===== config.mk =====
export PLATFORM = sky130hd
export DESIGN_NAME = stmt_lowerer_rr_arbiter
export DESIGN_NICKNAME = d
export VERILOG_FILES = /design/src/rtl/stmt_lowerer_rr_arbiter.sv
export SDC_FILE = /design/constraint.sdc
export NUM_CORES = 1
export LEC_CHECK = 0
export BUFFER_PORTS_ARGS = -buffer_cell sky130_fd_sc_hd__buf_4
export CORE_ASPECT_RATIO = 1.2
export CORE_MARGIN = 2
export CORE_UTILIZATION = 35
export CTS_CLUSTER_DIAMETER = 200
export DETAILED_ROUTE_END_ITERATION = 10
export SLEW_MARGIN = 20
export SYNTH_ARGS = -nofsm -noshare
export SYNTH_HDL_FRONTEND = slang
export SYNTH_SLANG_ARGS = --single-unit

===== constraint.sdc =====
create_clock -name clk -period 3.3 [get_ports clk]
set_input_delay 0.66 -clock clk [delete_from_list [all_inputs] [get_ports clk]]
set_output_delay 0.66 -clock clk [all_outputs]
set_load 0.01 [all_outputs]

===== src/rtl/stmt_lowerer_rr_arbiter.sv =====
// Purpose : round-robin arbiter sharing one downstream resource among N
//           requesters, with per-ownership hold limit and timeout pulse.
// Latency : request->grant 1 cycle from IDLE; every release costs one idle cycle.
// Backpr. : none; requesters hold req level-high until granted, owner releases
//           by done, by dropping req, or by hitting the hold limit.
//
// Ports:
//   clk        rising-edge clock for all state
//   rst_n      synchronous active-low reset
//   req[N]     level-sensitive requests
//   done[N]    release strobes; only the current owner's bit is honoured
//   gnt[N]     registered one-hot grant, zero when idle
//   gnt_valid  high exactly when gnt is non-zero
//   gnt_id     index of the current owner; holds last value while idle
//   timeout    one-cycle pulse after a hold-limit forced release
module stmt_lowerer_rr_arbiter #(
  parameter int N        = 4,
  parameter int MAX_HOLD = 8,
  parameter int IDW      = $clog2(N)
) (
  input  logic           clk,
  input  logic           rst_n,
  input  logic [N-1:0]   req,
  input  logic [N-1:0]   done,
  output logic [N-1:0]   gnt,
  output logic           gnt_valid,
  output logic [IDW-1:0] gnt_id,
  output logic           timeout
);

  typedef enum logic {
    IDLE  = 1'b0,
    GRANT = 1'b1
  } state_t;

  // N and the last legal hold count expressed at the widths they are compared at.
  localparam logic [IDW:0] N_L       = (IDW+1)'(N);
  localparam logic [7:0]   HOLD_LAST = 8'(MAX_HOLD - 1);

  state_t         state;
  state_t         state_nxt;
  logic [IDW-1:0] ptr;
  logic [IDW-1:0] ptr_nxt;
  logic [7:0]     hold_cnt;
  logic [7:0]     hold_nxt;
  logic [IDW-1:0] id_nxt;
  logic           timeout_nxt;
  logic [N-1:0]   gnt_nxt;

  // Winner search and release-pointer arithmetic.
  logic [IDW-1:0] winner;
  logic           found;
  logic [IDW:0]   cand;
  logic [IDW:0]   ptr_inc;
  logic [IDW-1:0] rel_ptr;
  logic           owner_rel;

  //--------------------------------------------------------------------------
  // Round-robin winner: first set request scanning ptr, ptr+1, ... with wrap.
  // The candidate index is formed one bit wider so ptr+i cannot overflow
  // before the modulo-N correction; for non-power-of-two N it stays < N.
  //--------------------------------------------------------------------------
  always_comb begin
    winner = '0;
    found  = 1'b0;
    cand   = '0;
    for (int i = 0; i < N; i++) begin
      cand = {1'b0, ptr} + (IDW+1)'(i);
      if (cand >= N_L) begin
        cand = cand - N_L;
      end
      if (!found && req[cand[IDW-1:0]]) begin
        found  = 1'b1;
        winner = cand[IDW-1:0];
      end
    end
  end

  // Pointer after a release: (owner+1) mod N, evaluated in IDW+1 bits so the
  // N-1 -> 0 wrap is a compare against N rather than relying on overflow.
  always_comb begin
    ptr_inc = {1'b0, gnt_id} + (IDW+1)'(1);
    rel_ptr = (ptr_inc == N_L) ? '0 : ptr_inc[IDW-1:0];
  end

  assign owner_rel = done[gnt_id] | ~req[gnt_id];

  //--------------------------------------------------------------------------
  // Next-state logic.
  //--------------------------------------------------------------------------
  always_comb begin
    state_nxt   = state;
    ptr_nxt     = ptr;
    hold_nxt    = hold_cnt;
    id_nxt      = gnt_id;
    timeout_nxt = 1'b0;

    case (state)
      IDLE: begin
        // done is deliberately not looked at here.
        if (found) begin
          state_nxt = GRANT;
          id_nxt    = winner;
          hold_nxt  = 8'd0;
        end
      end

      GRANT: begin
        // Voluntary release outranks the hold limit, so a done that lands on
        // the last allowed cycle never produces a timeout pulse.
        if (owner_rel) begin
          state_nxt = IDLE;
          ptr_nxt   = rel_ptr;
        end else if (hold_cnt == HOLD_LAST) begin
          state_nxt   = IDLE;
          ptr_nxt     = rel_ptr;
          timeout_nxt = 1'b1;
        end else begin
          hold_nxt = hold_cnt + 8'd1;
        end
      end

      default: begin
        state_nxt = IDLE;
      end
    endcase
  end

  // One-hot grant decoded from the next owner index; zero whenever the next
  // state is IDLE so gnt and gnt_valid stay consistent.
  always_comb begin
    gnt_nxt = '0;
    case (state_nxt)
      GRANT: begin
        for (int i = 0; i < N; i++) begin
          gnt_nxt[i] = (id_nxt == IDW'(i));
        end
      end
      default: begin
        gnt_nxt = '0;
      end
    endcase
  end

  //--------------------------------------------------------------------------
  // State and registered outputs. Reset wins over any in-flight grant.
  //--------------------------------------------------------------------------
  always_ff @(posedge clk) begin
    if (!rst_n) begin
      state     <= IDLE;
      ptr       <= '0;
      hold_cnt  <= 8'd0;
      gnt_id    <= '0;
      gnt       <= '0;
      gnt_valid <= 1'b0;
      timeout   <= 1'b0;
    end else begin
      state     <= state_nxt;
      ptr       <= ptr_nxt;
      hold_cnt  <= hold_nxt;
      gnt_id    <= id_nxt;
      gnt       <= gnt_nxt;
      gnt_valid <= (state_nxt == GRANT);
      timeout   <= timeout_nxt;
    end
  end

endmodule


# Word level (Yosys, flattened, before mapping)
# Cells that the tools add are included.
# classes
n_reduce_logical	12
muxes	38
addsub	9
bitwise_logic	4
n_lt_le_gt_ge	9
n_eq_ne	8
# ops
op	count
$mux 2	13
$mux 8	3
$pmux 8 s2	1
$lt 2x3->1 const B	5
$mux 1	14
$bmux 1 s2	6
$ge 3x3->1 const B	3
$add 8x1->8 const B	1
$eq 8x3->1 const B	1
$sub 2x1->2 const B	4
$add 2x1->3 const B	2
$add 2x2->3 const B	2
$ne 2x2->1 const B	3
$eq 2x2->1 const B	2
$reduce_and 2->1	2
$eq 3x3->1 const B	1
$ge 2x3->1 const B	1
$logic_and 1x1->1	3
$logic_not 1->1	3
$not 1->1	3
$reduce_and 3->1	1
$reduce_or 3->1	1
$eq 2x1->1 const B	1
$logic_not 2->1	1
other kinds (3)	3
# totals
wordCells	86
in_bits	10
register_bits	18

# Depth between registers and ports, before layout
# depth
ltp_word	17
depth_mapped	6
ltp_nobuf	6

# Worst setup path before layout
# OpenSTA, ideal clock, no wires.
# synth_timing
kind	in2reg
start	input req[2]
end	register gnt[1]
required_time_ns	3.184
t_arrival_ns	1.813
path_buffers	0
setup_slack_ns	1.372
cell_stages	5
path_cell_list	or4_4 > nand2b_4 > nor3_1 > a211oi_2 > and3b_1
# synth_between
elab_chain_cells	15
# synth_rtl
element	line	rtl
start, declared	23	input logic [N-1:0] req,
$bmux 1 s2	72	if (!found && req[cand[IDW-1:0]]) begin
$mux 1 (implied by the code)	72	
$mux 1	72	
$logic_not 1->1	72	
$logic_and 1x1->1	72	
$mux 1	72	
$logic_not 1->1	72	
$logic_and 1x1->1	72	
$mux 1	72	
$logic_not 1->1	72	
$logic_and 1x1->1	72	
$mux 1 / $mux 2 (equally long branches)	72	
$mux 1 / $mux 2 (equally long branches)	101	if (found) begin
$pmux 1 s2 / $mux 2 (equally long branches)	98	case (state)
$reduce_and 2->1 (no source line) / $eq 2x1->1 (equally long branches)	-	
end signal, assigned	162	gnt <= gnt_nxt;
end, declared	25	output logic [N-1:0] gnt,
# Parallel ways exist; a longest one is shown, timed or not. The select of a mux whose other input is x is not followed.
# A chain may end at the register's enable or synchronous reset.

# Worst setup path after layout
# Same ends and word-level chain as after synthesis.

==> flow_summary_export.csv <==
group,metric,value,unit
timing,whs,0.507,ns
cells_and_area,area.growth.synth_to_final,20.8,%
synth,ys.flop_type,"dfxtp_1",
synth,yosys.area.top_type,"dfxtp_1",
floorplan,coreArea,2550,um^2
worst_setup_path,path_cells,"buf_4, or4_4, nand2b_4, nor3_1, a211oi_2, and3b_1",
timing,clock-skew-final,0.00484,ns
worst_setup_path,path_buf_inv,1,
synth,yosysMostFrequentCell,"dfxtp_1",
pwr,p_int,0.339,mW
clock_network,cts_tree,"done",
detailed_routing,wl_met1,975,um
synth,syn_area,942,um^2
synth,synth_cells,102,
floorplan,die_height,60.8,um
clock_network,cts_root_buf,"clkbuf_4",
placement,port_buffers,17,
floorplan,start_util,36.9,%
worst_setup_path,cpMaxStageDelayCell,"or4_4",
clock_network,post_cts_resized,0,
timing,hold_viol_final,0,
placement,gp_congestion,0.769,
synth,yosysSeqAreaShare,38.2,%
detailed_routing,post_drt_wl_per_cell,13.2,um
hold_path,hold_path_class,"reg2reg",
timing,period_share,58.2,%
synth,synth_area_leaders,"dfxtp_1 (38%), a21oi_1 (3.7%), nand3_1 (3.7%)",
timing,drv_slew,0,
detailed_routing,routed_wl,2.03,mm
synth,synth.distinct_cells,42,
detailed_routing,wl_met3,73,um
synth,synth_common_cells,"dfxtp_1 (18), nand2_1 (9), nor2_1 (8), a21oi_1 (7), nand3_1 (7)",
worst_setup_path,cp.required,3.49,ns
detailed_routing,firstDrtPassIters,4,
synth,syn_area_per_cell,9.24,um^2
synth,synth-seq-cells,18,
pwr,p_sw_share,27.5,%
worst_setup_path,cp_top_family,"simple AND/OR/NAND/NOR gates",
timing,rsz0062_at_grt,"no",
clock_network,cts_setup_buffers,0,
detailed_routing,drt_iter0_drc,7,
detailed_routing,drc_errors,0,
pwr,powerDensity,410,nW/um^2
clock_network,clkTransAtPathRegs,0.10,ns
detailed_routing,wl_met2,960,um
cells_and_area,seq_area,360,um^2
flow_run,maxCapViolCount,0,
timing,worstMarginPinSlew,0.533,ns
pwr,p_switching,0.128,mW
global_route,grt_pass1_wl,3.53,mm
worst_setup_path,critPathCaptureType,"flip-flop",
detailed_routing,maxUsedRoutingLayer,"met4",
clock_network,cts_sinks,18,
cells_and_area,utilization,44.6,%
pwr,seqPwrFrac,52.7,%
cells_and_area,antenna_cells,0,
floorplan,die_w,51.4,um
worst_setup_path,max_stage_delay,0.58,ns
cells_and_area,multi_input_area,562,um^2
detailed_routing,antenna_left,0,
worst_setup_path,critPathKind,"in2reg",
synth,synth_warnings,0,
cells_and_area,drive_above_1_share,25.6,%
pwr,ir_drop,246,uV
synth,ys_async_sr_fraction,0,%
synth,syn_nets,114,
worst_setup_path,arrival,2.11,ns
cells_and_area,final_nets,134,
worst_setup_path,cp_max_fo,6,
timing,fmax,521,MHz
pwr,p_clk_share,28.8,%
cells_and_area,fillCellCount,269,
floorplan,dieArea,3120,um^2
clock_network,holdBufCountCts,0,
global_route,overflow,0,
synth,synth_edf_count,0,
clock_network,numCtsBuffers,3,
pwr,leakagePower,0.456,nW
detailed_routing,viasPerCell,5.34,
global_route,antenna_found_initial,0,
floorplan,rows,20,
worst_setup_path,start_kind,"input pin",
timing,maxSlewHeadroom,63.6,%
global_route,grt_pass1_vias,837,
clock_network,clk_path_buf_depth,2,
timing,finalCriticalPeriod,1.92,ns
placement,dp_hpwl,1.53,mm
global_route,track_usage,15.2,%
status,status,"finished clean",
pwr,p_comb_share,18.6,%
timing,finalSetupViolCount,0,
clock_network,htreeDepth,1,
clock_network,worstSkewPairLatency,0.29,ns
synth,synth_top_area_share,38.2,%
timing,final.setup.tns,0,ns
floorplan,io_pins,18,
global_route,grt_max_degree,16,
detailed_routing,vias,822,
[worst paths after layout]
kind / cells after the start / slack, ns / to / startpoint
min reg2reg: 2 / 0.51 / ptr[0]$_SDFFE_PN0P_ / ptr[0]$_SDFFE_PN0P_
max: 6 / 1.38 / gnt[1]$_SDFF_PN0_ / req[2]
min: 2 / 0.51 / ptr[0]$_SDFFE_PN0P_ / ptr[0]$_SDFFE_PN0P_
max reg2reg: 5 / 1.44 / gnt[1]$_SDFF_PN0_ / gnt_id[0]$_SDFF_PN0_
[placed cells by master, fill, tap and decap left out, drive strengths merged]
master and instances:
o21ai 5, and4 1, and3 1, a31o 1, clkbuf 4, buf 17
or4b 1, nor3b 1, nand4b 1, nor2 8, xnor2 4, a21oi 8
or4 1, nor4 2, nor2b 2, and3b 2, a211oi 3, a21boi 1
ha 2, inv 3, dfxtp 18, nand3 7, o41ai 1, o32a 1
a2111oi 1, nor4b 1, nand2b 2, and2 3, and4b 1, nand4 3
and4bb 2, nor3 1, nand2 9, mux2i 1, o31a 1, or2 1
[kinds of logic (layout without fill, tap and decap cells)]
family | count (synthesis) | in the layout | synth area share, %
buffers and inverters | 5 | 24 | 2.12
and+or+nand+nor | 50 | 50 | 35.6
muxes | 1 | 1 | 1.06
DFF | 18 | 18 | 38.2
adders and majority gates | 2 | 2 | 2.66
AOI/OAI and AO/OA | 22 | 22 | 16.6
xor gates and xnor gates | 4 | 4 | 3.72
[worst register-to-register path, cell delays in order, from the launching register on]
cell	delay, ns
dfxtp_1	0.51
and4bb_1	0.25
nor4_4	0.46
a21oi_2	0.18
and2_4	0.21
and3b_1	0.15
[stage by stage]
stage	area (um^2)	instances	setup slack [ns]	power [mW]
CTS	1140	154	1.39	0.476
finish	1140	154	1.38	0.467
global route	1140	154	1.33	0.499
floorplan	942	102	1.37	0.301
global placement	1100	150	1.11	0.336
detailed placement	1100	150	1.06	0.338
[final cells by class]
class	instances	share of cell area, %
multi-input combinational	79	49.3
timing repair buffer	17	11.2
tap	33	3.63
inverter	3	0.989
sequential	18	31.6
clock buffer	4	3.19
[sequential cells by signal, indices dropped and copies added (netlist names)]
register	count
hold_cnt	8
gnt	4
gnt_id	2
ptr	2
state	1
timeout	1
[power by group through the flow]
stage / logic, mW / registers [mW] / clock network, mW
after detailed placement: 0.0878 / 0.250 / 0
after global routing: 0.0971 / 0.248 / 0.154
after floorplan: 0.0529 / 0.248 / 0
final: 0.0867 / 0.246 / 0.134
after CTS: 0.0878 / 0.246 / 0.142
after global placement: 0.0850 / 0.251 / 0
[routing by layer]
layer | up-vias | GRT usage (%)
met4 | 0 | 5.64
li1 | 416 | -
met5 | - | 0
met1 | 390 | 17.4
met3 | 2 | 4.68
met2 | 14 | 26.6
No activity file was read; power rests on OpenSTA's default activity.
